===== src/rtl/csr_counter_bank.sv =====
// Parametrised bank of CSR-accessible event counters with per-counter event select and inhibit.
// Define CSR_COUNTER_OVERFLOW_EN to add sticky overflow flags and the overflow interrupt.
module csr_counter_bank #(
  parameter int unsigned COUNTER_COUNT    = 4,
  parameter int unsigned COUNTER_WIDTH    = 64,
  parameter int unsigned EVENT_COUNT      = 16,
  parameter logic [11:0] ADDRESS_LOWER    = 12'hB03,
  parameter logic [11:0] ADDRESS_UPPER    = 12'hB83,
  parameter logic [11:0] ADDRESS_EVENT    = 12'h323,
  parameter logic [11:0] ADDRESS_INHIBIT  = 12'h320,
  parameter logic [11:0] ADDRESS_OVERFLOW = 12'h7C0
) (
  input  logic                     clk,
  input  logic                     rst,
  input  logic                     csrWriteEnable,
  input  logic                     csrReadEnable,
  input  logic [11:0]              csrAddress,
  input  logic [31:0]              csrWriteData,
  output logic [31:0]              csrReadData,
  output logic                     csrRequestOutput,
  input  logic [EVENT_COUNT-1:0]   events,
  output logic [COUNTER_COUNT-1:0] counterOverflow,
  output logic                     overflowInterrupt
);

  localparam int unsigned SEL_W   = $clog2(EVENT_COUNT + 1);
  localparam int unsigned UPPER_W = COUNTER_WIDTH - 32;
  localparam logic [COUNTER_WIDTH-1:0] ONE = 1;

  logic [COUNTER_WIDTH-1:0] count [COUNTER_COUNT];
  logic [SEL_W-1:0]         sel   [COUNTER_COUNT];
  logic [COUNTER_COUNT-1:0] inhibit;
  logic [COUNTER_COUNT-1:0] overflow;
  logic [COUNTER_COUNT-1:0] wr_lower, wr_upper, wr_sel, inc;
  logic                     wr_inhibit;
  logic [EVENT_COUNT:0]     event_ext;
  logic [31:0]              rdata;
  logic                     hit;

  // Select value 0 maps onto the constant-zero slot, so only v > EVENT_COUNT needs a guard.
  assign event_ext = {events, 1'b0};

  always_comb begin
    wr_lower   = '0;
    wr_upper   = '0;
    wr_sel     = '0;
    inc        = '0;
    wr_inhibit = csrWriteEnable && (csrAddress == ADDRESS_INHIBIT);
    for (int unsigned n = 0; n < COUNTER_COUNT; n++) begin
      wr_lower[n] = csrWriteEnable && (csrAddress == ADDRESS_LOWER + 12'(n));
      wr_upper[n] = csrWriteEnable && (csrAddress == ADDRESS_UPPER + 12'(n));
      wr_sel[n]   = csrWriteEnable && (csrAddress == ADDRESS_EVENT + 12'(n));
      inc[n]      = !inhibit[n] && (32'(sel[n]) <= EVENT_COUNT) && event_ext[sel[n]];
    end
  end

  always_ff @(posedge clk or negedge rst) begin
    if (!rst) begin
      for (int unsigned n = 0; n < COUNTER_COUNT; n++) begin
        count[n] <= '0;
        sel[n]   <= '0;
      end
      inhibit <= '0;
    end else begin
      for (int unsigned n = 0; n < COUNTER_COUNT; n++) begin
        if (wr_lower[n])
          count[n][31:0] <= csrWriteData;
        else if (wr_upper[n])
          count[n][COUNTER_WIDTH-1:32] <= csrWriteData[UPPER_W-1:0];
        else if (inc[n])
          count[n] <= count[n] + ONE;
        if (wr_sel[n])
          sel[n] <= csrWriteData[SEL_W-1:0];
        if (wr_inhibit)
          inhibit[n] <= csrWriteData[n+3];
      end
    end
  end

`ifdef CSR_COUNTER_OVERFLOW_EN
  localparam bit HAS_OVERFLOW = 1'b1;

  logic [COUNTER_COUNT-1:0] wrap;
  logic                     wr_overflow;

  assign wr_overflow = csrWriteEnable && (csrAddress == ADDRESS_OVERFLOW);

  always_comb begin
    wrap = '0;
    for (int unsigned n = 0; n < COUNTER_COUNT; n++)
      wrap[n] = inc[n] && (&count[n]) && !wr_lower[n] && !wr_upper[n];
  end

  // Set is tested first so it overrides a same-cycle write-1-to-clear.
  always_ff @(posedge clk or negedge rst) begin
    if (!rst) begin
      overflow <= '0;
    end else begin
      for (int unsigned n = 0; n < COUNTER_COUNT; n++) begin
        if (wrap[n])
          overflow[n] <= 1'b1;
        else if (wr_overflow && csrWriteData[n+3])
          overflow[n] <= 1'b0;
      end
    end
  end
`else
  localparam bit HAS_OVERFLOW = 1'b0;

  assign overflow = '0;
`endif

  assign counterOverflow   = overflow;
  assign overflowInterrupt = |overflow;

  always_comb begin
    hit   = 1'b0;
    rdata = '0;
    for (int unsigned n = 0; n < COUNTER_COUNT; n++) begin
      if (csrAddress == ADDRESS_LOWER + 12'(n)) begin
        hit   = 1'b1;
        rdata = count[n][31:0];
      end
      if (csrAddress == ADDRESS_UPPER + 12'(n)) begin
        hit   = 1'b1;
        rdata = 32'(count[n][COUNTER_WIDTH-1:32]);
      end
      if (csrAddress == ADDRESS_EVENT + 12'(n)) begin
        hit   = 1'b1;
        rdata = 32'(sel[n]);
      end
    end
    if (csrAddress == ADDRESS_INHIBIT) begin
      hit = 1'b1;
      for (int unsigned n = 0; n < COUNTER_COUNT; n++)
        rdata[n+3] = inhibit[n];
    end
    if (HAS_OVERFLOW && (csrAddress == ADDRESS_OVERFLOW)) begin
      hit = 1'b1;
      for (int unsigned n = 0; n < COUNTER_COUNT; n++)
        rdata[n+3] = overflow[n];
    end
  end

  assign csrRequestOutput = rst && csrReadEnable && hit;
  assign csrReadData      = csrRequestOutput ? rdata : '0;

endmodule


===== config.mk =====
export PLATFORM = sky130hd
export DESIGN_NAME = csr_counter_bank
export DESIGN_NICKNAME = d
export VERILOG_FILES = /design/src/rtl/csr_counter_bank.sv
export SDC_FILE = /design/constraint.sdc
export NUM_CORES = 1
export LEC_CHECK = 0
export CAP_MARGIN = 20
export CORE_AREA = 2 2 298 153
export DETAILED_ROUTE_END_ITERATION = 6
export DIE_AREA = 0 0 300 155
export GPL_TIMING_DRIVEN = 0
export PLACE_DENSITY = 0.64
export SLEW_MARGIN = 20
export SYNTH_ARGS = -nofsm -noshare
export SYNTH_HDL_FRONTEND = slang
export SYNTH_SLANG_ARGS = --single-unit

===== constraint.sdc =====
create_clock -name clk -period 2.9 [get_ports clk]
set_input_delay 0.58 -clock clk [delete_from_list [all_inputs] [get_ports clk]]
set_output_delay 0.58 -clock clk [all_outputs]
set_load 0.005 [all_outputs]

==> metrics.md <==
| Metric | Value |
|---|---|
| H-tree depth | 1 |
| Final hold slack | 0.0155 ns |
| Fmax achieved | 0.300 GHz |
| Final setup violation count | 40 |
| CP required | between 2 and 2.5 ns |
| Residual DRC count | 0 |
| Internal Power | 6.27 mW |
| Post-layout minimum cycle time | around 3.3 ns |
| Final Max Tran Viols | 0 |
| RR Endpoint | count[199] |
| Crit-path cells | buf_6 > and4bb_4 > nand2_8 > clkbuf_16 > nor3_4 > buf_6 > buf_6 > a221o_1 > a221oi_4 > a31oi_2 > o221a_2 > buf_2 |
| Sink Count | 280 |
| Status | finished with violations |
| WP data arrival | between 2 and 3 ns |
| Failing checks | setup timing |
| Worst Setup End Kind | output port |
| Pwr dens | 350 nW/um2 |
| CTS buffer count | 29 |
| Detailed Route Iter0 Violations | 4168 |
| #FFs+latches synth | 280 |
| Reg2reg path depth | 9 |
| Least-Margin Pin Slew | ~1.3 ns |
| CTS tree | built |
| Reg clk slew, reported paths | about 0.070 ns |
| Slowest cell on crit path | and4bb_4 |
| Final Power | 8.74 mW |
| Detailed placement HPWL | between 80000 and 90000 um |
| Grt total ovfl | 0 |
| Post-synth EDFFs | 0 |
| Synth Warn # | 0 |
| Core area | 44200 um2 |
| Reg power frac | between 40% and 50% |
| Leak | between 9 and 10 nW |
| Area growth syn-to-layout | 28.3% |
| Die area | between 40000 and 50000 um2 |
| # port buffers | 69 |
| Row count | 55 |
| Internal reg-to-reg setup slack | 0 ns |
| Sw Ratio | 28.2% |
| Clk root buf | clkbuf_16 |
| Vias/cell | 7.27 |
| RSZ-0062 raised after global routing | yes |
| Number of cells produced by synthesis | ~2.4k |
| Gate power share | under 10% |
| Cell repeated most along the worst path | buf_6 |
| Layout cells sized above 1 | between 20% and 30% |
| Largest cells by area after synthesis | dfrtp_1 (36%), nand2_1 (5.5%), o21ai_0 (4.0%), a21oi_1 (3.9%), nand3_1 (3.3%) |
| Placer congestion estimate | around 1.1 |
| Drt wl/cell | about 35 um |
| Sw Pwr | about 2.5 mW |
| Hold Path Class | input pin to async pin |
| Clk buf depth | 3 |
| Final period utilization | 115% |
| Final Hold Viols | 0 |
| Ys flop type | dfrtp_1 |
| Critical path class | input pin to output port |
| Max VDD drop | between 0.5 and 0.6 mV |
| Mean Syn Cell Area | 8.20 um2 |
| Cell Area, Synth | slightly below 20000 um2 |
| CP peak stage delay | around 0.41 ns |
| Reg2Reg Launch Point | sel[15] |
| Skew final | between 0.015 and 0.02 ns |
| Final Worst Setup Slack | -0.435 ns |
| Crit-path max FO | 4 |
| Nets@finish | between 2k and 3k |
| IO Count | a little over 100 |
| Relative slew slack | between 15 and 20% |
| Worst Setup Start Kind | input pin |
| Post-synth top cells | nand2_1 (287), dfrtp_1 (280), o21ai_0 (156) |
| Initial antenna violation count | 7 |
| Worst setup path start | csrAddress[6] |
| Detailed Route WL | around 110000 um |
| Drt first pass iters | 7 |
| All-Layer GR Usage | ~47% |
| Post-DRT Antenna Nets | 0 |
| Largest net degree at the start of global routing | just over 80 |
| Top-count cell post-synth | nand2_1 |
| Die width | 300 um |
| Top cell type by total area after synthesis | dfrtp_1 |
| Clock latency on the worst-skew pair | 0.59 ns |
| Yosys top cell area share | 36.0% |
| FFs w/ async S/R, synth | 100% |
| Max_cap viols | 0 |
| Cell variety after synth | a little over 90 |
| Initial Utilization | about 44% |
| Die Span Y | between 150 and 200 um |
| Clock Power Share | approximately 45% |
| First-pass GRT wire length | roughly 160000 um |
| Total number of vias | 23.4k |
| Vias in the first global route | about 21k |
| Seq/Total Area, Yosys | roughly 36% |
## layout by cell type, fill, tap and decap left out, types with 23 or more instances in the layout
| cell type | instances |
|---|---|
| dfrtp_1 | 249 |
| buf_2 | 59 |
| nand4_1 | 79 |
| nand3_1 | 121 |
| mux2_2 | 32 |
| clkbuf_16 | 38 |
| dfrtp_2 | 31 |
| clkbuf_2 | 52 |
| a21oi_1 | 144 |
| xor2_1 | 55 |
| a22oi_1 | 44 |
| and3_1 | 62 |
| nor3_1 | 81 |
| clkdlybuf4s50_1 | 24 |
| or3_1 | 24 |
| nor2_1 | 136 |
| buf_6 | 35 |
| o21ai_0 | 152 |
| clkbuf_1 | 57 |
| nor4_1 | 30 |
| xnor2_1 | 54 |
| and4_1 | 23 |
| inv_1 | 32 |
| a22o_1 | 30 |
| nand2_1 | 280 |
| buf_4 | 87 |
| o211ai_1 | 26 |
## routing by layer
layer / vias to the layer above / GRT usage (%) / part of all wire (%) / wire [um]
li1: 9471 / - / - / -
met1: 11500 / 69.1 / 41 / 46800
met2: 2126 / 50.7 / 32 / 36700
met3: 251 / 32.3 / 22 / 25200
met4: 4 / 15.3 / 3.8 / 4300
met5: - / 2.59 / 0.14 / 155
## cell families after synthesis
kind of cell / share of synthesized area, %
AO/OA/AOI/OAI: 23.8
other: 0.0192
buffers and inverters: 4.62
multiplexers: 3.39
adder cells (fa/ha/maj): 0.257
XOR/XNOR: 4.90
flip-flops: 36.0
AND/OR/NAND/NOR: 27.1
## registers in the layout, summed over array words and instances, names as in the netlist
name,flops
count,256
sel,20
inhibit,4
## power groups by stage
stage	clock network [mW]	registers [mW]	logic [mW]
5_1_grt	4.03	4.09	0.753
3_5_place_dp	0	4.14	0.614
2_1_floorplan	0	4.08	0.205
4_1_cts	3.87	4.07	0.677
3_3_place_gp	0	4.14	0.588
6_report	3.90	4.09	0.746
## worst max path at each step
stage	end	slack [ns]
3_5_place_dp	csrReadData[3]	-2.07
3_3_place_gp	count[250]	-11.94
5_1_grt	csrReadData[3]	-0.45
6_report	csrReadData[4]	-0.43
4_1_cts	csrReadData[3]	-0.35
2_1_floorplan	csrReadData[11]	0.0005
## stage by stage
step / std cells / setup WS [ns] / util [%] / area, um2 / TNS (ns)
5_1_grt: 3210 / -0.448 / 56.6 / 25000 / -10.68
3_3_place_gp: 3048 / -11.94 / 47.9 / 21200 / -3981.32
3_5_place_dp: 3052 / -2.07 / 48.2 / 21300 / -323.97
4_1_cts: 3184 / -0.352 / 54.8 / 24200 / -5.47
2_1_floorplan: 2381 / 0.000543 / - / 19700 / 0
6_report: 3213 / -0.435 / 56.6 / 25000 / -10.92
## timing repair
item,CTS,global route
buffers inserted,78,27
endpoints found under the hold margin,37,0
gates resized for setup,487,159
hold buffers,1,0
endpoints found under the setup margin,273,238
pin swaps,78,41
gates cloned,7,2
## cell type report
type	count	area, um2
buffer	174	1130
inverter	34	134
fill	4065	19200
antenna	6	15.0
timing repair buffer	186	1780
multi-input combinational	1883	13200
tap	598	748
sequential	280	7050
clock buffer	45	856
clock inverter	7	60.1
## critical path: cells and delay by family
family | cells | cell delay, ns
buffers and inverters | 5 | 0.61
AOI/OAI and AO/OA | 4 | 0.78
and+or+nand+nor | 3 | 0.77
(Power assumes the default switching activity.)
